**src/rtl/int_ctrl.sv**
```systemverilog
// int_ctrl -- single-level interrupt controller for the CPU controller's INT path.
//
// Request lines are synchronised and edge-detected into pending bits; the
// highest-priority (lowest-index) pending line that is both unmasked and globally
// enabled is presented to the controller via int_req.  On int_ack the handler
// vector is latched and the controller stays in service until eoi; no nesting.
//
// Ports:
//   clk        system clock, all state on posedge
//   rst        synchronous active-high reset
//   irq_in     asynchronous request lines, rising edge requests service
//   in         data bus for configuration writes
//   cfg_we     configuration write strobe
//   cfg_sel    0=MASK (mask + gen in bit 15), 1=PEND_CLR, 2=PEND_SET, 3=ignored
//   int_req    interrupt request to the controller (registered)
//   int_ack    controller accepts the request, one-cycle strobe
//   eoi        end-of-interrupt strobe from the handler
//   stat_rd    selects status word instead of vector on out
//   out        vector, or {gen, in_service, 2'b0, svc_idx, pending} when stat_rd=1
//   in_service high while a handler is active (registered)
module int_ctrl #(
  parameter int unsigned N_IRQ     = 8,
  parameter logic [15:0] VEC_BASE  = 16'h0040,
  parameter int unsigned VEC_SHIFT = 2
) (
  input  logic             clk,
  input  logic             rst,
  input  logic [N_IRQ-1:0] irq_in,
  input  logic [15:0]      in,
  input  logic             cfg_we,
  input  logic [1:0]       cfg_sel,
  output logic             int_req,
  input  logic             int_ack,
  input  logic             eoi,
  input  logic             stat_rd,
  output logic [15:0]      out,
  output logic             in_service
);

  localparam logic [1:0] SEL_MASK     = 2'd0;
  localparam logic [1:0] SEL_PEND_CLR = 2'd1;
  localparam logic [1:0] SEL_PEND_SET = 2'd2;

  typedef enum logic [1:0] {
    ST_IDLE,
    ST_REQ,
    ST_SERV
  } state_t;

  state_t state, state_nxt;

  logic [N_IRQ-1:0] sync1, sync2, dly;
  logic [N_IRQ-1:0] rise;
  logic [N_IRQ-1:0] pending, pending_nxt;
  logic [N_IRQ-1:0] mask;
  logic             gen;
  logic [N_IRQ-1:0] elig;
  logic [N_IRQ-1:0] sel_oh;
  logic [2:0]       sel;
  logic [2:0]       svc_idx;
  logic [15:0]      vec;
  logic             take;
  logic [7:0]       pend8;

  // Bits of the data bus that no register consumes.
  logic             unused_in;
  assign unused_in = ^in[14:N_IRQ];

  // Two-flop synchroniser followed by a delay flop for edge detection.
  always_ff @(posedge clk) begin
    if (rst) begin
      sync1 <= '0;
      sync2 <= '0;
      dly   <= '0;
    end else begin
      sync1 <= irq_in;
      sync2 <= sync1;
      dly   <= sync2;
    end
  end

  assign rise = sync2 & ~dly;

  // Eligibility and priority: lowest index wins.
  assign elig   = gen ? (pending & mask) : '0;
  assign sel_oh = elig & (~elig + 1'b1);

  always_comb begin
    sel = '0;
    for (int unsigned i = N_IRQ; i > 0; i--) begin
      if (elig[i-1]) sel = 3'(i - 1);
    end
  end

  // Next-state and acceptance decode.
  always_comb begin
    state_nxt = state;
    take      = 1'b0;
    case (state)
      ST_IDLE: begin
        if (elig != '0) state_nxt = ST_REQ;
      end
      ST_REQ: begin
        // A request withdrawn in the ack cycle is not accepted.
        if (elig == '0) begin
          state_nxt = ST_IDLE;
        end else if (int_ack) begin
          take      = 1'b1;
          state_nxt = ST_SERV;
        end
      end
      ST_SERV: begin
        if (eoi) state_nxt = ST_IDLE;
      end
      default: state_nxt = ST_IDLE;
    endcase
  end

  // Pending update: acceptance and software clear first, then hardware
  // edges and software set, so a set always beats a clear of the same bit.
  always_comb begin
    pending_nxt = pending;
    if (take) pending_nxt = pending_nxt & ~sel_oh;
    if (cfg_we && cfg_sel == SEL_PEND_CLR) pending_nxt = pending_nxt & ~in[N_IRQ-1:0];
    pending_nxt = pending_nxt | rise;
    if (cfg_we && cfg_sel == SEL_PEND_SET) pending_nxt = pending_nxt | in[N_IRQ-1:0];
  end

  always_ff @(posedge clk) begin
    if (rst) begin
      state      <= ST_IDLE;
      int_req    <= 1'b0;
      in_service <= 1'b0;
    end else begin
      state      <= state_nxt;
      int_req    <= (state_nxt == ST_REQ);
      in_service <= (state_nxt == ST_SERV);
    end
  end

  always_ff @(posedge clk) begin
    if (rst) begin
      pending <= '0;
      mask    <= '0;
      gen     <= 1'b0;
      vec     <= '0;
      svc_idx <= '0;
    end else begin
      pending <= pending_nxt;
      if (cfg_we && cfg_sel == SEL_MASK) begin
        mask <= in[N_IRQ-1:0];
        gen  <= in[15];
      end
      if (take) begin
        vec     <= VEC_BASE + (16'(sel) << VEC_SHIFT);
        svc_idx <= sel;
      end
    end
  end

  always_comb begin
    pend8             = '0;
    pend8[N_IRQ-1:0]  = pending;
  end

  assign out = stat_rd ? {gen, in_service, 2'b00, 1'b0, svc_idx, pend8} : vec;

endmodule

```
**config.mk**
```make
export PLATFORM = sky130hd
export DESIGN_NAME = int_ctrl
export DESIGN_NICKNAME = d
export VERILOG_FILES = /design/src/rtl/int_ctrl.sv
export SDC_FILE = /design/constraint.sdc
export NUM_CORES = 1
export LEC_CHECK = 0
export BUFFER_PORTS_ARGS = -buffer_cell sky130_fd_sc_hd__buf_4
export CORE_MARGIN = 1.5
export CORE_UTILIZATION = 35
export CTS_CLUSTER_SIZE = 28
export DETAILED_ROUTE_END_ITERATION = 10
export PLACE_DENSITY = 0.63
export SLEW_MARGIN = 0
export SYNTH_ARGS = -nofsm -noshare
export SYNTH_HDL_FRONTEND = slang
export SYNTH_SLANG_ARGS = --single-unit
```
**constraint.sdc**
```tcl
create_clock -name clk -period 1.4 [get_ports clk]
set_input_delay 0.14 -clock clk [delete_from_list [all_inputs] [get_ports clk]]
set_output_delay 0.14 -clock clk [all_outputs]
set_load 0.05 [all_outputs]
```
==> results of run 1 <==
[power groups by stage]
stage	Sequential [mW]	Combinational [mW]	Clock, mW
2_1_floorplan	1.51	0.184	0
3_3_place_gp	1.52	0.287	0
3_5_place_dp	1.52	0.290	0
4_1_cts	1.49	0.291	0.830
5_1_grt	1.50	0.319	0.882
6_report	1.49	0.291	0.807
[metal layers]
layer / wire, um / GRT usage [%]
met5: 0 / 0
met4: 82 / 5.89
met3: 198 / 3.14
met2: 1700 / 19.0
met1: 1930 / 17.9
[state kept, by name, indices dropped and copies added (netlist names)]
name	flops
sync2	8
svc_idx	2
state	2
dly	8
int_req	1
vec	2
sync1	8
mask	8
gen	1
pend8	8
in_service	1
[cell usage in the layout, fill, tap and decap left out, types with 2 or more instances in the layout]
cell type,count
and3_1,2
mux2_2,3
mux2i_1,6
inv_1,6
a211oi_1,2
o211ai_1,3
conb_1,3
buf_6,2
a222oi_1,2
nand2_1,21
nor2b_1,30
a21oi_1,20
nand3_1,3
nor2_1,17
buf_4,47
and2_1,8
dfxtp_1,46
a22o_1,2
a22oi_4,2
o21ai_1,2
clkbuf_8,5
dfxtp_2,3
a32oi_1,2
a22oi_2,2
[cells by family (layout without fill, tap and decap cells)]
family | Yosys count | after routing | synth area share (%)
multiplexers | 9 | 9 | 4.72
other | 1 | 3 | 0.189
flip-flops | 49 | 49 | 49.4
buffers and inverters | 18 | 63 | 4.41
AND/OR/NAND/NOR | 89 | 89 | 24.7
AO/OA/AOI/OAI | 44 | 44 | 16.6
[path summary, 6_finish.rpt]
kind / startpoint / end / slack [ns] / depth (start not counted)
setup reg to reg: state[1] / pend8[4] / 0.05 / 6
setup / recovery: state[1] / pend8[4] / 0.05 / 6
hold / removal: irq_in[5] / sync1[5] / 0.04 / 2
hold reg to reg: sync1[5] / sync2[5] / 0.44 / 1
[timing repair]
item,in CTS,in global routing
endpoints found under the setup margin,0,3
resized for setup,0,8
buffers inserted,0,2
[per-stage QoR]
step / area (sq um) / instances
6_report: 2520 / 329
5_1_grt: 2520 / 329
4_1_cts: 2480 / 327
3_5_place_dp: 2390 / 320
3_3_place_gp: 2390 / 320
2_1_floorplan: 1990 / 212
[cell type report]
type                            instances  share of cell area, %
Clock buffer                            5                   2.73
Clock inverter                          2                  0.645
Inverter                                6                  0.894
Multi-Input combinational cell        145                   37.4
Sequential cell                        49                   39.1
Tap cell                               72                   3.57
Timing Repair Buffer                   50                   15.7
==> key figures, run 1 <==
Status
  – Outcome: completed

Place
  – Setup WS pre-CTS: 0.0608 ns
  – DPL Wire Length: roughly 2800 um
  – # port buffers: 39
  – GPL Wtd Cong: ~0.84

Drt
  – DRC: 0
  – DR vias/cell: roughly 4.8
  – Iter 0 DRT Violations: 87
  – Vias: 1563
  – WL/cell: ~12 um
  – DR pass1 iterations: 4
  – Final ANT Viol Nets: 0
  – Drt total wl: 3910 um

Worst setup path
  – Worst EP arrival: approximately 1.6 ns
  – Delay-heaviest family, CP: simple AND/OR/NAND/NOR gates
  – CP max FO: 4
  – Worst EP required: roughly 1.6 ns
  – Crit path max-delay cell type: dfxtp_2
  – CP Cell Sequence: and4b_2 -> buf_4 -> nand3_4 -> buf_4 -> o211ai_1 -> a21oi_1
  – WP buf/inv: 2
  – Slowest stage delay, CP: ~0.34 ns
  – Crit Path Class: reg2reg
  – Crit start category: register
  – CP Capture Type: register
  – Critical Path Most Common Cell: buf_4

Floorplanning
  – Row Count: 27
  – Die width: slightly below 80 um
  – Die Ht: between 70 and 80 um
  – Die Footprint: between 0.006 and 0.007 sq mm
  – Num ports: 50
  – Initial Utilization: around 36%
  – Core ar.: approximately 0.0055 sq mm

Synth
  – Most used DFF post-synth: dfxtp_1
  – Post-synth ARST share: 0%
  – Avg Synthesized Cell Area: about 9.5 sq um
  – Post-synth EDFFs: 0
  – Synth area leaders: dfxtp_1 (49%), nor2b_1 (9.4%), a21oi_1 (5.0%), nand2_1 (4.0%), nor2_1 (3.2%)
  – Post-Syn Area: roughly 0.002 sq mm
  – Seq cells post-synth: ~50
  – Top-count cell post-synth: dfxtp_1
  – Yosys top cell area share: 49.4%
  – Post-synth top cells: dfxtp_1 (49), nor2b_1 (30), nand2_1 (21)
  – Yosys warns: 0
  – Netlist cell types: 39
  – Post-synth top area cell: dfxtp_1
  – Seq/Total Area, Yosys: 49.4%
  – Cells after synthesis: 210

Power and ir drop
  – Leak: between 1 and 1.5 nW
  – Pwr Density: slightly above 1000 mW/mm^2
  – Clk network pwr share: between 30% and 40%
  – Switching share of power: 25.6%
  – Sequential power share: around 57%
  – Sw Pwr: roughly 0.66 mW
  – Gate power share: about 11%
  – Internal power: between 1.5 and 2 mW
  – VDD IR max: 646 uV
  – Overall power: between 2 and 3 mW

Hold path
  – HP Class: in2reg

Timing
  – Setup Skew: 0.00360 ns
  – RSZ-0062 raised after global routing: true
  – Fmax: 739 MHz
  – Max Slew Vio Count: 0
  – Setup TNS: 0 ns
  – Fin crit share: roughly 97%
  – Final hold violation count: 0
  – Crit path time final: between 1 and 1.5 ns
  – Hold slack final: between 0.04 and 0.05 ns
  – Final worst slack: between 0.04 and 0.05 ns
  – Final setup violation count: 0

Global routing
  – Vias in the first global route: approximately 1300
  – Global-route wire length before repair: approximately 6200 um
  – GRT Residual Overflow: 0
  – Initial antenna violation count: 0
  – Total GRT Usage: 12.9%
  – Pin count of the biggest net entering global routing: 33

Clock network
  – H-tree depth: 2
  – Clock Tree Buf Depth: 2
  – Clock root buffer: clkbuf_8
  – Clk slew on worst S/H paths: 0.09 ns
  – Worst-skew pair later-pin latency: 0.30 ns
  – CTS sink cnt: 49
  – Total CTS buffers: 5
  – Post-CTS Hold Fix Bufs: 0
  – CTS tree: yes

Finish
  – Area of the multi-input gates: approximately 940 sq um
  – Nets: 289
  – Layout cell share with drive strength beyond 1: 28.4%
  – Core Util, Final: between 40 and 50%
  – Fillers: 528
  – Area delta synth->final: 26.8%
  – Reg area: approximately 980 sq um
  – Ant diodes: 0

Run
  – Max-Cap Viols: 0
(Power assumes the default switching activity.)
==> run 2: changes to the inputs <==
--- a/config.mk
+++ b/config.mk
@@ -6,11 +6,13 @@
 export NUM_CORES = 1
 export LEC_CHECK = 0
 export BUFFER_PORTS_ARGS = -buffer_cell sky130_fd_sc_hd__buf_4
+export CELL_PAD_IN_SITES_DETAIL_PLACEMENT = 1
+export CELL_PAD_IN_SITES_GLOBAL_PLACEMENT = 2
 export CORE_MARGIN = 1.5
-export CORE_UTILIZATION = 35
+export CORE_UTILIZATION = 28
 export CTS_CLUSTER_SIZE = 28
 export DETAILED_ROUTE_END_ITERATION = 10
-export PLACE_DENSITY = 0.63
+export PLACE_DENSITY = 0.81
 export SLEW_MARGIN = 0
 export SYNTH_ARGS = -nofsm -noshare
 export SYNTH_HDL_FRONTEND = slang
==> constraint.sdc (replaced) <==
create_clock -name clk -period 1.2 [get_ports clk]
set_input_delay 0.12 -clock clk [delete_from_list [all_inputs] [get_ports clk]]
set_output_delay 0.12 -clock clk [all_outputs]
set_load 0.05 [all_outputs]
==> key figures, run 2 (synthesized netlist as in run 1, its figures left out) <==
Clock network
  – Worst-skew pair later-pin latency: 0.31 ns (about the same)
  – Clock root buffer: clkbuf_8
  – Clk slew on worst S/H paths: 0.09 ns (about the same)
  – Clock Tree Buf Depth: 2 (unchanged)
  – Total CTS buffers: 5 (unchanged)
  – H-tree depth: 2 (unchanged)
  – Post-CTS Hold Fix Bufs: 0 (unchanged)
  – CTS tree: yes
  – CTS sink cnt: 49 (unchanged)

Global routing
  – Total GRT Usage: 13.4% (+0.50 points)
  – GRT Residual Overflow: 0 (unchanged)
  – Vias in the first global route: 1606 (+20%)
  – Pin count of the biggest net entering global routing: 41 (+24%)
  – Global-route wire length before repair: 7920 um (+28%)
  – Initial antenna violation count: 0 (unchanged)

Worst setup path
  – CP Capture Type: register
  – Worst EP arrival: 1.53 ns (-0.02 ns)
  – CP max FO: 6 (+2)
  – Crit path depth: 4 (-2)
  – Delay-heaviest family, CP: simple AND/OR/NAND/NOR gates
  – Slowest stage delay, CP: 0.41 ns (+0.07 ns)
  – Crit path max-delay cell type: and4b_4
  – Reg2Reg Setup Slack: -0.13 ns (-0.18 ns)
  – CP Cell Sequence: and4b_4 -> a32oi_1 -> a222oi_1 -> nor2_1
  – Crit start category: register
  – Reg-to-Reg Start: state[1]
  – Crit Path Class: reg2reg
  – Worst EP required: 1.40 ns (-0.20 ns)
  – RR Endpoint: pend8[1]
  – WP buf/inv: 0 (-2)
  – Worst r2r path cells: 4 (-2)

Power and ir drop
  – VDD IR max: 673 uV (+4.2%)
  – Pwr Density: 1160 mW/mm^2 (+13%)
  – Leak: 1.25 nW (+17%)

Place
  – # port buffers: 39 (unchanged)
  – Setup WS pre-CTS: -0.150 ns (-0.211 ns)
  – DPL Wire Length: 3420 um (+23%)
  – GPL Wtd Cong: 0.757 (-9.4%)

Floorplanning
  – Row Count: 30 (+11%)
  – Die Ht: 87.2 um (+11%)
  – Core ar.: 0.00683 sq mm (+24%)
  – Die width: 87.2 um (+11%)
  – Die Footprint: 0.00761 sq mm (+24%)
  – Initial Utilization: 29.1% (-7.0 points)
  – Num ports: 50 (unchanged)

Drt
  – Vias: 1660 (+6.2%)
  – WL/cell: 13.4 um (+13%)
  – Final ANT Viol Nets: 0 (unchanged)
  – DRC: 0 (unchanged)
  – Drt total wl: 5010 um (+28%)
  – DR pass1 iterations: 4 (unchanged)
  – Iter 0 DRT Violations: 81 (-6.9%)
  – DR vias/cell: 4.45 (-6.3%)

Timing
  – Final hold violation count: 0 (unchanged)
  – Fmax: 749 MHz (+1.4%)
  – Fin crit share: 111% (+15 points)
  – Crit path time final: 1.33 ns (-0.0183 ns)
  – Final worst slack: -0.134 ns (-0.182 ns)
  – RSZ-0062 raised after global routing: true
  – Final setup violation count: 13 (+13)
  – Hold slack final: 0.0179 ns (-0.0234 ns)
  – Setup Skew: 0.00553 ns (+0.00193 ns)
  – Max Slew Vio Count: 0 (unchanged)

Hold path
  – HP Class: in2reg
  – Worst Hold Launch: irq_in[4]
  – WHS Endpoint: sync1[4]
  – Worst hold path depth: 2 (unchanged)

Finish
  – Leading cell type in the layout, fill and taps excluded: buf_4
  – Fillers: 820 (+55%)
  – Area of the multi-input gates: 0.00102 sq mm (+8.8%)
  – Ant diodes: 0 (unchanged)
  – Layout cell share with drive strength beyond 1: 41.5% (+13 points)
  – Reg area: 0.00101 sq mm (+2.4%)
  – Commonest non-fill, non-tap cells in the layout: buf_4 (54), dfxtp_1 (39), nor2b_1 (30)
  – Area delta synth->final: 45.9%
  – Nets: 309 (+6.9%)

Status
  – Outcome: finished with violations
  – Violations in the final reports: negative setup slack

Run
  – Max-Cap Viols: 0 (unchanged)
[run 2: cell count changes in the layout (fill, tap and decap cells not counted), sizes merged]
cell and delta:
bufinv +1, clkinv -1, buf +20, inv +1
clkinvlp -1
[run 2: how the worst max path moves through the flow]
stage / slack (ns) / endpoint / start
2_1_floorplan: 0.02 / out[2] / svc_idx[0]
3_3_place_gp: -0.13 / pend8[7] / state[1]
3_5_place_dp: -0.15 / pend8[7] / state[1]
4_1_cts: -0.12 / out[3] / pend8[3]
5_1_grt: -0.18 / pend8[1] / state[1]
6_report: -0.13 / pend8[1] / state[1]
[run 2: worst register-to-register path, stage by stage, from the launching register on]
cell      delay [ns]
dfxtp_2         0.33
and4b_4         0.41
a32oi_1         0.13
a222oi_1        0.29
nor2_1          0.08
[run 2: per-layer routing]
metal	part of all wire, %	track usage [%]
met3	4.4	4.08
met5	0	0
met4	0.94	2.74
met2	48	22.0
met1	46	17.6
[run 2: per-stage QoR]
step	total power, mW	area, sq um	util, %	TNS (ns)	cells
finish	3.36	2900	42.4	-0.835	373
floorplan	1.98	2000	-	0	212
global route	3.51	2900	42.4	-1.83	373
global placement	2.15	2540	37.2	-0.733	358
CTS	3.35	2770	40.5	-0.671	368
detailed placement	2.15	2540	37.2	-1.07	358
[run 2: power by group]
group	total [mW]	internal (mW)	switching, mW
sequential	1.73	1.68	0.0434
clock	1.19	0.618	0.569
combinational	0.444	0.220	0.224
total	3.36	2.52	0.836
[run 2: layout make-up]
type                    count  share of cell area [%]
multi-input cells         145                    35.3
flip-flops and latches     49                    34.8
repair buffers             70                    21.2
well taps                  96                    4.14
clock buffers               5                    2.37
clock inverters             2                    1.34
inverters                   6                   0.777
[run 2: timing repair]
action,4_1_cts,5_1_grt
setup endpoints to repair,20,23
pin swaps,10,7
gates cloned,1,0
resized for setup,30,28
buffers inserted,2,5
==> run 3: changes to the inputs <==
--- a/config.mk
+++ b/config.mk
@@ -12,6 +12,7 @@
 export CORE_UTILIZATION = 28
 export CTS_CLUSTER_SIZE = 28
 export DETAILED_ROUTE_END_ITERATION = 10
+export HOLD_SLACK_MARGIN = 0.03
 export PLACE_DENSITY = 0.81
 export SLEW_MARGIN = 0
 export SYNTH_ARGS = -nofsm -noshare
==> key figures, run 3 (synthesized netlist as in run 1, its figures left out) <==
Clock network
  – Clock Tree Buf Depth: 2 (unchanged)
  – Worst-skew pair later-pin latency: 0.31 ns (about the same)
  – Clk slew on worst S/H paths: 0.09 ns (about the same)
  – H-tree depth: 2 (unchanged)
  – Clock root buffer: clkbuf_8
  – CTS tree: yes
  – CTS sink cnt: 49 (unchanged)
  – Total CTS buffers: 5 (unchanged)

Worst setup path
  – Reg2Reg Setup Slack: -0.13 ns (about the same)
  – Worst EP required: 1.40 ns (about the same)
  – Crit path depth: 4 (unchanged)
  – Reg-to-Reg Start: state[1]
  – Worst r2r path cells: 4 (unchanged)
  – Delay-heaviest family, CP: simple AND/OR/NAND/NOR gates
  – CP Cell Sequence: and4b_4 -> a32oi_1 -> a222oi_1 -> nor2_1
  – Crit Path Class: reg2reg
  – Worst EP arrival: 1.53 ns (about the same)
  – Slowest stage delay, CP: 0.41 ns (about the same)
  – CP Capture Type: register
  – RR Endpoint: pend8[1]
  – WP buf/inv: 0 (unchanged)
  – Crit path max-delay cell type: and4b_4
  – Crit path from: state[1]
  – CP max FO: 6 (unchanged)
  – Crit start category: register
  – Setup crit end: pend8[1]

Timing
  – Max Slew Vio Count: 0 (unchanged)
  – Fin crit share: 111% (-0.44 points)
  – Fmax: 752 MHz (+0.40%)
  – Final worst slack: -0.129 ns (+0.00530 ns)
  – Final setup violation count: 13 (unchanged)
  – Setup Skew: 0.00638 ns (+0.000858 ns)
  – Crit path time final: 1.33 ns (-0.00530 ns)
  – Final hold violation count: 0 (unchanged)
  – RSZ-0062 raised after global routing: true

Drt
  – Drt total wl: 5070 um (+1.2%)
  – WL/cell: 13.3 um (-0.93%)
  – DRC: 0 (unchanged)
  – DR pass1 iterations: 4 (unchanged)
  – Iter 0 DRT Violations: 74 (-8.6%)
  – Final ANT Viol Nets: 0 (unchanged)
  – DR vias/cell: 4.43 (-0.57%)
  – Vias: 1686 (+1.6%)

Place
  – GPL Wtd Cong: 0.757 (unchanged)
  – Setup WS pre-CTS: -0.150 ns (unchanged)
  – DPL Wire Length: 3420 um (unchanged)
  – DP Area: 0.00254 sq mm (unchanged)
  – Cell count after placement: 358 (unchanged)
  – # port buffers: 39 (unchanged)

Finish
  – Area delta synth->final: 49.9%
  – Commonest non-fill, non-tap cells in the layout: buf_4 (54), dfxtp_1 (39), nor2b_1 (30)
  – Area of the multi-input gates: 0.00102 sq mm (unchanged)
  – Fillers: 816 (-0.49%)
  – Post-route cell area: 0.00298 sq mm (+2.8%)
  – Layout cell share with drive strength beyond 1: 40.4% (-1.2 points)
  – Nets: 317 (+2.6%)
  – Ant diodes: 0 (unchanged)
  – Leading cell type in the layout, fill and taps excluded: buf_4
  – Reg area: 0.00101 sq mm (unchanged)
  – Non-Filler Instances: 381 (+2.1%)

Floorplanning
  – Num ports: 50 (unchanged)
  – Core ar.: 0.00683 sq mm (unchanged)
  – Initial Utilization: 29.1% (unchanged)
  – Row Count: 30 (unchanged)
  – Die Ht: 87.2 um (unchanged)
  – Die Footprint: 0.00761 sq mm (unchanged)
  – Die width: 87.2 um (unchanged)

Power and ir drop
  – Leak: 1.28 nW (+2.7%)
  – Overall power: 3.38 mW (+0.69%)
  – Pwr Density: 1140 mW/mm^2 (-2.0%)
  – VDD IR max: 684 uV (+1.8%)

Global routing
  – Initial antenna violation count: 0 (unchanged)
  – Total GRT Usage: 13.6% (+0.16 points)
  – GRT Residual Overflow: 0 (unchanged)
  – Pin count of the biggest net entering global routing: 41 (unchanged)
  – Vias in the first global route: 1654 (+3.0%)
  – Global-route wire length before repair: 8030 um (+1.4%)

Status
  – Outcome: finished with violations
  – Violations in the final reports: negative setup slack

Hold path
  – HP Class: in2reg

Run
  – Max-Cap Viols: 0 (unchanged)
[run 3: cell types whose count changed in the layout (fill, tap and decap cells not counted)]
cell           change
dlygate4sd3_1      +8
[run 3: per-stage QoR]
stage	hold slack [ns]	util [%]	setup TNS, ns
final	0.0404	43.6	-0.818
after global routing	0.0563	43.6	-1.83
after CTS	0.0409	41.7	-0.671
after detailed placement	0.337	37.2	-1.07
after global placement	0.329	37.2	-0.733
after floorplan	0.248	-	0
[run 3: worst min-delay path by stage]
stage / from / endpoint / cells after the start
finish: in[15] / gen / 3
CTS: in[15] / gen / 3
global placement: irq_in[6] / sync1[6] / 2
floorplan: irq_in[0] / sync1[0] / 1
global route: in[15] / gen / 3
detailed placement: irq_in[4] / sync1[4] / 2
[run 3: worst min-delay path, cell delays in order]
cell and delay [ns]:
buf_4 0.08, a21oi_1 0.05, nor2_1 0.07
[run 3: area by class of cell]
cell class	count	area share [%]
multi-input combinational	145	34.4
sequential	49	33.9
timing repair buffer	78	23.4
tap	96	4.03
clock buffer	5	2.31
clock inverter	2	1.30
inverter	6	0.756
[run 3: report_power, final]
group	switching [mW]	internal [mW]	total (mW)	leakage, nW
logic	0.227	0.237	0.464	0.820
registers	0.0436	1.68	1.73	0.407
clock network	0.572	0.618	1.19	0.0546
[run 3: repair_timing]
item                       in CTS  in global routing
hold endpoints to repair        8                  0
buffers inserted                2                  5
gates cloned                    1                  0
gates resized for setup        30                 28
pin swaps                      10                  7
hold buffers                    8                  0
setup endpoints to repair      20                 23
[run 3: per-layer routing]
layer | wire length (um) | track usage [%] | up-vias
met1 | 2350 | 17.6 | 776
met4 | 49 | 2.74 | 0
met3 | 207 | 4.08 | 6
li1 | - | - | 864
met5 | 0 | 0 | -
met2 | 2460 | 22.5 | 40
